**config.mk**
```make
export PLATFORM = sky130hd
export DESIGN_NAME = mmio_rr_arbiter_flat
export DESIGN_NICKNAME = d
export VERILOG_FILES = /design/src/rtl/mmio_rr_arbiter_if.sv /design/src/rtl/mmio_rr_arbiter.sv /design/src/flat_wrapper.sv
export SDC_FILE = /design/constraint.sdc
export NUM_CORES = 1
export LEC_CHECK = 0
export ABC_CLOCK_PERIOD_IN_PS = 3800
export CAP_MARGIN = 20
export CORE_MARGIN = 8
export CORE_UTILIZATION = 36
export CTS_BUF_LIST = sky130_fd_sc_hd__clkbuf_4 sky130_fd_sc_hd__clkbuf_8
export DETAILED_ROUTE_END_ITERATION = 8
export PLACE_DENSITY = 0.95
export SYNTH_ARGS = -nofsm -noshare
export SYNTH_HDL_FRONTEND = slang
export SYNTH_SLANG_ARGS = --single-unit
```
**constraint.sdc**
```tcl
create_clock -name clk -period 3.8 [get_ports clk]
set_input_delay 0.76 -clock clk [delete_from_list [all_inputs] [get_ports clk]]
set_output_delay 0.76 -clock clk [all_outputs]
set_load 0.01 [all_outputs]
```
**src/rtl/mmio_rr_arbiter_if.sv**
```systemverilog
// Bundle for the two-master request/response side and the single peripheral register port.
// The arbiter is a slave to the masters and a master to the peripheral.
interface mmio_rr_arbiter_if #(
  parameter int ADDR_W = 12
);
  logic [1:0]          m_req_valid;
  logic [1:0]          m_req_ready;
  logic [1:0]          m_req_we;
  logic [2*ADDR_W-1:0] m_req_addr;
  logic [63:0]         m_req_wdata;
  logic [7:0]          m_req_wstrb;
  logic [1:0]          m_resp_valid;
  logic [1:0]          m_resp_ready;
  logic [31:0]         m_resp_rdata;
  logic                m_resp_we;

  logic                s_valid;
  logic                s_we;
  logic [ADDR_W-1:0]   s_addr;
  logic [31:0]         s_wdata;
  logic [3:0]          s_wstrb;
  logic                s_ready;
  logic [31:0]         s_rdata;

  modport slave (
    input  m_req_valid, m_req_we, m_req_addr, m_req_wdata, m_req_wstrb, m_resp_ready,
    output m_req_ready, m_resp_valid, m_resp_rdata, m_resp_we
  );

  modport master (
    output s_valid, s_we, s_addr, s_wdata, s_wstrb,
    input  s_ready, s_rdata
  );
endinterface

```
**src/rtl/mmio_rr_arbiter.sv**
```systemverilog
// Two-master round-robin arbiter sharing one peripheral register port, one transaction
// outstanding, with a buffered valid/ready response back to the owning master.
module mmio_rr_arbiter #(
  parameter int ADDR_W = 12
) (
  input  logic                  clk,
  input  logic                  rst_n,
  mmio_rr_arbiter_if.slave      req_bus,
  mmio_rr_arbiter_if.master     periph_bus
);

  typedef enum logic [1:0] {IDLE, CAPTURE, RESP} state_t;

  state_t      state_reg, state_next;
  logic        rr_reg;
  logic        locked_reg;
  logic        lock_id_reg;
  logic        owner_reg;
  logic        own_we_reg;
  logic [31:0] rdata_reg;

  logic [ADDR_W-1:0] req_addr  [2];
  logic [31:0]       req_wdata [2];
  logic [3:0]        req_wstrb [2];

  logic        winner;
  logic        win_valid;
  logic        accept;

  logic              s_valid_c;
  logic              s_we_c;
  logic [ADDR_W-1:0] s_addr_c;
  logic [31:0]       s_wdata_c;
  logic [3:0]        s_wstrb_c;
  logic [1:0]        m_req_ready_c;
  logic [1:0]        m_resp_valid_c;
  logic [31:0]       m_resp_rdata_c;
  logic              m_resp_we_c;

  genvar gi;
  generate
    for (gi = 0; gi < 2; gi++) begin : g_unpack
      assign req_addr[gi]  = req_bus.m_req_addr[gi*ADDR_W +: ADDR_W];
      assign req_wdata[gi] = req_bus.m_req_wdata[gi*32 +: 32];
      assign req_wstrb[gi] = req_bus.m_req_wstrb[gi*4 +: 4];
    end
  endgenerate

  // A presented-but-stalled request keeps its grant; otherwise rr names the preferred master.
  always_comb begin
    winner = rr_reg;
    if (locked_reg)
      winner = lock_id_reg;
    else if (!req_bus.m_req_valid[rr_reg] && req_bus.m_req_valid[~rr_reg])
      winner = ~rr_reg;
  end

  assign win_valid = req_bus.m_req_valid[winner];
  assign accept    = (state_reg == IDLE) && win_valid && periph_bus.s_ready;

  always_ff @(posedge clk) begin
    if (!rst_n)
      state_reg <= IDLE;
    else
      state_reg <= state_next;
  end

  always_comb begin
    state_next = state_reg;
    case (state_reg)
      IDLE:    if (accept) state_next = CAPTURE;
      CAPTURE: state_next = RESP;
      RESP:    if (req_bus.m_resp_ready[owner_reg]) state_next = IDLE;
      default: state_next = IDLE;
    endcase
  end

  always_ff @(posedge clk) begin
    if (!rst_n) begin
      rr_reg      <= 1'b0;
      locked_reg  <= 1'b0;
      lock_id_reg <= 1'b0;
      owner_reg   <= 1'b0;
      own_we_reg  <= 1'b0;
      rdata_reg   <= 32'd0;
    end else begin
      if (state_reg == IDLE) begin
        if (accept) begin
          owner_reg  <= winner;
          own_we_reg <= req_bus.m_req_we[winner];
          rr_reg     <= ~winner;
          locked_reg <= 1'b0;
        end else if (win_valid) begin
          locked_reg  <= 1'b1;
          lock_id_reg <= winner;
        end else begin
          // Also releases a lock whose holder withdrew its request.
          locked_reg <= 1'b0;
        end
      end
      if (state_reg == CAPTURE)
        rdata_reg <= own_we_reg ? 32'd0 : periph_bus.s_rdata;
    end
  end

  always_comb begin
    s_valid_c      = 1'b0;
    s_we_c         = 1'b0;
    s_addr_c       = '0;
    s_wdata_c      = 32'd0;
    s_wstrb_c      = 4'd0;
    m_req_ready_c  = 2'b00;
    m_resp_valid_c = 2'b00;
    m_resp_rdata_c = 32'd0;
    m_resp_we_c    = 1'b0;
    case (state_reg)
      IDLE: begin
        s_valid_c             = win_valid;
        s_we_c                = req_bus.m_req_we[winner];
        s_addr_c              = req_addr[winner];
        s_wdata_c             = req_wdata[winner];
        s_wstrb_c             = req_wstrb[winner];
        m_req_ready_c[winner] = win_valid & periph_bus.s_ready;
      end
      RESP: begin
        m_resp_valid_c[owner_reg] = 1'b1;
        m_resp_rdata_c            = rdata_reg;
        m_resp_we_c               = own_we_reg;
      end
      default: ;
    endcase
  end

  assign periph_bus.s_valid   = s_valid_c;
  assign periph_bus.s_we      = s_we_c;
  assign periph_bus.s_addr    = s_addr_c;
  assign periph_bus.s_wdata   = s_wdata_c;
  assign periph_bus.s_wstrb   = s_wstrb_c;
  assign req_bus.m_req_ready  = m_req_ready_c;
  assign req_bus.m_resp_valid = m_resp_valid_c;
  assign req_bus.m_resp_rdata = m_resp_rdata_c;
  assign req_bus.m_resp_we    = m_resp_we_c;

endmodule
```
**src/flat_wrapper.sv**
```systemverilog
// flat-port wrapper written by rule: the top's interface ports become plain ports
module mmio_rr_arbiter_flat 
#(
  parameter int ADDR_W = 12
)
  (clk, rst_n, req_bus_m_req_valid, req_bus_m_req_we, req_bus_m_req_addr, req_bus_m_req_wdata, req_bus_m_req_wstrb, req_bus_m_resp_ready, req_bus_m_req_ready, req_bus_m_resp_valid, req_bus_m_resp_rdata, req_bus_m_resp_we, periph_bus_s_valid, periph_bus_s_we, periph_bus_s_addr, periph_bus_s_wdata, periph_bus_s_wstrb, periph_bus_s_ready, periph_bus_s_rdata);
  mmio_rr_arbiter_if #(.ADDR_W(ADDR_W)) req_bus_i ();
  mmio_rr_arbiter_if #(.ADDR_W(ADDR_W)) periph_bus_i ();
  input  logic clk;
  input  logic rst_n;
  input wire logic [$bits(req_bus_i.m_req_valid)-1:0] req_bus_m_req_valid;
  input wire logic [$bits(req_bus_i.m_req_we)-1:0] req_bus_m_req_we;
  input wire logic [$bits(req_bus_i.m_req_addr)-1:0] req_bus_m_req_addr;
  input wire logic [$bits(req_bus_i.m_req_wdata)-1:0] req_bus_m_req_wdata;
  input wire logic [$bits(req_bus_i.m_req_wstrb)-1:0] req_bus_m_req_wstrb;
  input wire logic [$bits(req_bus_i.m_resp_ready)-1:0] req_bus_m_resp_ready;
  output wire logic [$bits(req_bus_i.m_req_ready)-1:0] req_bus_m_req_ready;
  output wire logic [$bits(req_bus_i.m_resp_valid)-1:0] req_bus_m_resp_valid;
  output wire logic [$bits(req_bus_i.m_resp_rdata)-1:0] req_bus_m_resp_rdata;
  output wire logic [$bits(req_bus_i.m_resp_we)-1:0] req_bus_m_resp_we;
  output wire logic [$bits(periph_bus_i.s_valid)-1:0] periph_bus_s_valid;
  output wire logic [$bits(periph_bus_i.s_we)-1:0] periph_bus_s_we;
  output wire logic [$bits(periph_bus_i.s_addr)-1:0] periph_bus_s_addr;
  output wire logic [$bits(periph_bus_i.s_wdata)-1:0] periph_bus_s_wdata;
  output wire logic [$bits(periph_bus_i.s_wstrb)-1:0] periph_bus_s_wstrb;
  input wire logic [$bits(periph_bus_i.s_ready)-1:0] periph_bus_s_ready;
  input wire logic [$bits(periph_bus_i.s_rdata)-1:0] periph_bus_s_rdata;
  assign req_bus_i.m_req_valid = req_bus_m_req_valid;
  assign req_bus_i.m_req_we = req_bus_m_req_we;
  assign req_bus_i.m_req_addr = req_bus_m_req_addr;
  assign req_bus_i.m_req_wdata = req_bus_m_req_wdata;
  assign req_bus_i.m_req_wstrb = req_bus_m_req_wstrb;
  assign req_bus_i.m_resp_ready = req_bus_m_resp_ready;
  assign req_bus_m_req_ready = req_bus_i.m_req_ready;
  assign req_bus_m_resp_valid = req_bus_i.m_resp_valid;
  assign req_bus_m_resp_rdata = req_bus_i.m_resp_rdata;
  assign req_bus_m_resp_we = req_bus_i.m_resp_we;
  assign periph_bus_s_valid = periph_bus_i.s_valid;
  assign periph_bus_s_we = periph_bus_i.s_we;
  assign periph_bus_s_addr = periph_bus_i.s_addr;
  assign periph_bus_s_wdata = periph_bus_i.s_wdata;
  assign periph_bus_s_wstrb = periph_bus_i.s_wstrb;
  assign periph_bus_i.s_ready = periph_bus_s_ready;
  assign periph_bus_i.s_rdata = periph_bus_s_rdata;
  mmio_rr_arbiter #(.ADDR_W(ADDR_W)) u_core (.clk(clk), .rst_n(rst_n), .req_bus(req_bus_i), .periph_bus(periph_bus_i));
endmodule
```
Word-level counts from Yosys, hierarchy flattened
Cells that the tools add are included.
{"block": "word_totals", "reg_bits": 39, "latch_bits": 0, "ramBits": 0, "rom_bits": 0, "in_bits": 137, "out_inout_bits": 87, "word_cells": 74, "n_memories": 0}
{"block": "classes", "add_sub_neg": 0, "mul": 0, "n_div": 0, "order_cmp": 7, "eq_ne": 4, "shift": 0, "muxes": 40, "bitwise": 6, "reduce_logical": 10}
{"operator": "$mux 32", "count": 6}
{"operator": "$mux 12", "count": 4}
{"operator": "$mux 1", "count": 19}
{"operator": "$mux 4", "count": 4}
{"operator": "$lt 1x2->1 const B", "count": 4}
{"operator": "$mux 2", "count": 4}
{"operator": "$pmux 2 s3", "count": 1}
{"operator": "$logic_and 1x1->1", "count": 5}
{"operator": "$ne 2x1->1 const B", "count": 2}
{"operator": "$reduce_and 2->1", "count": 2}
{"operator": "$not 1->1", "count": 3}
{"operator": "$reduce_and 3->1", "count": 1}
{"operator": "$and 2x2->2", "count": 1}
{"operator": "$demux 1 s1", "count": 2}
{"operator": "$eq 2x1->1 const B", "count": 1}
{"operator": "$eq 2x2->1 const B", "count": 1}
{"operator": "$ge 1x1->1 const B", "count": 2}
{"operator": "$ge 2x2->1 const B", "count": 1}
{"operator": "$logic_not 2->1", "count": 1}
{"operator": "$not 1->2", "count": 1}
{"operator": "$and 1x1->1", "count": 1}
{"operator": "$logic_not 1->1", "count": 1}

Depth between registers and ports, before layout
{"block": "logic_depth", "word_depth": 12, "mapped_depth": 7, "depth_no_buf": 4}

Worst setup path after synthesis
OpenSTA, ideal clock, no wires.
{"block": "synth_timing", "path_type": "input -> output", "startpoint": "in req_bus_m_req_valid[0]", "endpoint": "out periph_bus_s_wdata[14]", "arrival_ns": 1.744, "required_ns": 3.040, "slack_ns": 1.296, "cell_stages": 6, "path_buffers": 2, "path_cell_list": "a21boi_2 > o31ai_4 > buf_4 > buf_6 > nand2_1 > a21oi_1"}
{"block": "synth_between", "elab_chain_len": 11, "elab_cells_between_ends": 13, "classes_between": "10 x mux; 1 x bitwise; 2 x reduce/logical"}
{"item": "from (decl)", "line": "flat_wrapper.sv:11", "source": "input wire logic [$bits(req_bus_i.m_req_valid)-1:0] req_bus_m_req_valid;"}
{"item": "$mux 1 (not written as such) (2 in series)", "line": "mmio_rr_arbiter.sv:54", "source": "else if (!req_bus.m_req_valid[rr_reg] && req_bus.m_req_valid[~rr_reg])"}
{"item": "$logic_not 1->1", "line": "mmio_rr_arbiter.sv:54"}
{"item": "$logic_and 1x1->1 (*)", "line": "mmio_rr_arbiter.sv:54"}
{"item": "$mux 1 (*)", "line": "mmio_rr_arbiter.sv:54"}
{"item": "$mux 1 (*)", "line": "mmio_rr_arbiter.sv:52", "source": "if (locked_reg)"}
{"item": "$not 1->2 (not written as such) (*)", "line": "mmio_rr_arbiter.sv:121", "source": "s_wdata_c = req_wdata[winner];"}
{"item": "$mux 32 (not written as such) (*) (3 in series)", "line": "mmio_rr_arbiter.sv:121"}
{"item": "$mux 32 (*)", "line": "mmio_rr_arbiter.sv:116", "source": "case (state_reg)"}
{"item": "to (decl)", "line": "flat_wrapper.sv:24", "source": "output wire logic [$bits(periph_bus_i.s_wdata)-1:0] periph_bus_s_wdata;"}
Every way passes the cells marked *; elsewhere a longest branch is shown, timed or not. The select of a mux whose other input is x is not followed.

Worst setup path after layout
{"block": "layout_timing", "startpoint": "in req_bus_m_req_valid[0]", "endpoint": "out periph_bus_s_wdata[13]"}
The elaborated chain is that of the path after synthesis.

==> results_dict.tcl <==
set metrics [dict create \
    comb_power_share_pct 46.5 \
    ios 224 \
    clock-skew-final_ns 0.0130 \
    start_util_pct 36.6 \
    path_max_fanout 11 \
    final_core_util_pct 70.6 \
    multiInputGateArea_sq_um 1650 \
    num-nets-final 741 \
    rsz0062_at_grt "false" \
    slowest_delay_ns 0.58 \
    worst_path_most_repeated_cell "clkdlybuf4s50_1" \
    r2r_cells 4 \
    intPower_uw 936 \
    crit_type "primary input to output pin" \
    hold_viol_final 0 \
    num_rows 31 \
    synth-seq-area-share_pct 29.9 \
    place.port_buffers 223 \
    leakagePower_nw 1.91 \
    setup_viol 0 \
    postLayoutCellArea_sq_um 5040 \
    crit_family "buffers and inverters" \
    gp_congestion 0.951 \
    cts_setup_buffers 0 \
    arrival_ns 2.88 \
    ys_seq_elements 39 \
    synth_warnings 0 \
    maxCapViolCount 0 \
    ir_worst_vdd_v 0.000237 \
    async_flop_share_pct 0 \
    p_per_area_nw_per_um2 270 \
    clockBufferDepth 2 \
    placed_cell_area_sq_um 4950 \
    final.setup.tns_ns 0 \
    hold_path_end "u_core.rdata_reg[15]$_SDFFE_PN0N_" \
    min_from "u_core.rdata_reg[15]$_SDFFE_PN0N_" \
    antenna_cells_inserted 0 \
    drt-initial-drc-count 118 \
    r2r_start "u_core.state_reg[1]$_SDFFE_PN0P_" \
    critPathCaptureType "output pin" \
    dr.pass1.iters 4 \
    grt_max_degree 52 \
    p_sw_uw 423 \
    syn_nets 534 \
    netlist_area_sq_um 2610 \
    cts_buffers 5 \
    required_ns 3.04 \
    synthFlopType "dfxtp_1" \
    avgSynthCellArea_sq_um 6.57 \
    die_w_um 101 \
    cts_tree "done" \
    power_mw 1.36 \
    worstSkewPairLatency_ns 0.28 \
    timing.fmax_ghz 0.274 \
    min-delay-path-class "flip-flop to flip-flop" \
    core_area_sq_um 7140 \
    drv_slew 0 \
    cts_max_level 2 \
    clkTransAtPathRegs_ns 0.06 \
    syn_to_final_growth_pct 93.2 \
    path_cells "clkdlybuf4s50_1, a21boi_2, o31a_2, buf_4, nand2_1, a21oi_1, clkdlybuf4s50_1" \
    clkPwrFrac_pct 20.8 \
    drc 0 \
    dp_hpwl_um 9930 \
    maxSlewHeadroom_pct 32.5 \
    die_h_um 101 \
    dieArea_sq_um 10200 \
    final_cell_mix "clkdlybuf4s50_1 (223), nand2_1 (131), a21oi_1 (87), dfxtp_1 (39), and2_1 (34)" \
    whs_path_depth 2 \
    cts.sinks 39 \
    cts-root-buf "clkbuf_8" \
    ff_latch_area_sq_um 781 \
    viasPerCell 5.05 \
    vias 3553 \
    routed_wl_um 12100 \
    grt_use_total_pct 22.7 \
    cp-start-kind "primary input" \
    antenna_found_initial 0 \
    grt_pass1_vias 3547 \
    worst-r2r-setup-slack_ns 2.04 \
    post_cts_resize_count 0 \
    fillers 579 \
    syn_inst 397 \
    gr-total-overflow 0 \
    antenna_left 0 \
    layout-drive-gt1-share_pct 4.79 \
    finalCritPeriodShare_pct 95.9 \
    crit_slowest_cell "clkdlybuf4s50_1" \
    largest_reg_flops 32 \
    min_period_ns 3.64 \
    r2r-end "u_core.lock_id_reg$_SDFFE_PN0P_" \
    p_sw_share_pct 31.1 \
    layout_commonest_cell "clkdlybuf4s50_1" \
    grt_pass1_wl_um 18600 \
    seq_power_share_pct 32.7 \
    ys_types 32 \
    outcome "complete, no violations" \
    tightestPinTransition_ns 1.01 \
    cts_hold_buf 0 \
    critPathBufInv 3 \
    synth-edff-count 0 \
    wl_per_cell_um 17.2 \
]
## layout make-up
cell class / instances / area share (%)
sequential: 39 / 15.5
clock inverter: 1 / 0.0993
timing repair buffer: 235 / 47.4
clock buffer: 7 / 1.66
multi-input combinational: 320 / 32.7
inverter: 3 / 0.223
tap: 99 / 2.46
## how the worst max path moves through the flow
stage / endpoint / depth (start not counted) / slack [ns] / start
floorplan: periph_bus_s_wdata[14] / 6 / 1.30 / req_bus_m_req_valid[0]
global placement: periph_bus_s_addr[8] / 7 / 0.24 / req_bus_m_req_valid[0]
detailed placement: periph_bus_s_wdata[1] / 7 / 0.17 / req_bus_m_req_valid[0]
CTS: periph_bus_s_wdata[1] / 7 / 0.17 / req_bus_m_req_valid[0]
global route: periph_bus_s_addr[8] / 7 / 0.05 / req_bus_m_req_valid[0]
finish: periph_bus_s_wdata[13] / 7 / 0.16 / req_bus_m_req_valid[0]
## layer usage
metal,global-route usage [%],wire [um],vias to the layer above
li1,-,-,1721
met1,24.0,4560,1652
met2,39.9,5930,154
met4,8.93,411,0
met5,0,0,-
met3,8.22,1240,26
## tightest hold or removal path, cell delays in order (launching register included)
cell and delay [ns]:
dfxtp_1 0.31, nand2_1 0.05, a21oi_1 0.05
## kinds of logic (layout without fill, tap and decap cells)
group | Yosys count | in the layout | synth area share [%]
mux | 2 | 2 | 0.815
compound gates | 97 | 97 | 20.9
buf+inv | 38 | 246 | 7.15
simple gates | 221 | 221 | 41.2
flops | 39 | 39 | 29.9
## power groups by stage
stage / clock (mW) / combinational [mW] / sequential [mW]
6_report: 0.282 / 0.632 / 0.445
3_3_place_gp: 0 / 0.613 / 0.453
3_5_place_dp: 0 / 0.634 / 0.454
5_1_grt: 0.311 / 0.682 / 0.448
2_1_floorplan: 0 / 0.266 / 0.449
4_1_cts: 0.291 / 0.636 / 0.445
## per-stage QoR
step / setup WS (ns) / instances / hold WS [ns]
floorplan: 1.30 / 397 / 0.427
global placement: 0.240 / 694 / 0.433
detailed placement: 0.175 / 696 / 0.442
CTS: 0.167 / 704 / 0.450
global route: 0.0499 / 704 / 0.472
finish: 0.155 / 704 / 0.447
## synth_stat cells, drive strengths merged, types with 2 or more instances
| library cell | number | area share [%] |
|---|---|---|
| dfxtp | 39 | 30 |
| clkbuf | 19 | 2.7 |
| and2 | 34 | 8.2 |
| nor2b | 3 | 0.72 |
| nand3 | 3 | 0.58 |
| nand2b | 2 | 0.48 |
| inv | 3 | 0.43 |
| buf | 16 | 4.0 |
| nand2 | 131 | 19 |
| and3 | 2 | 0.48 |
| a211oi | 2 | 0.77 |
| nand3b | 33 | 9.5 |
| a21oi | 87 | 17 |
| nor2 | 9 | 1.3 |
No activity file was read; power rests on OpenSTA's default activity.
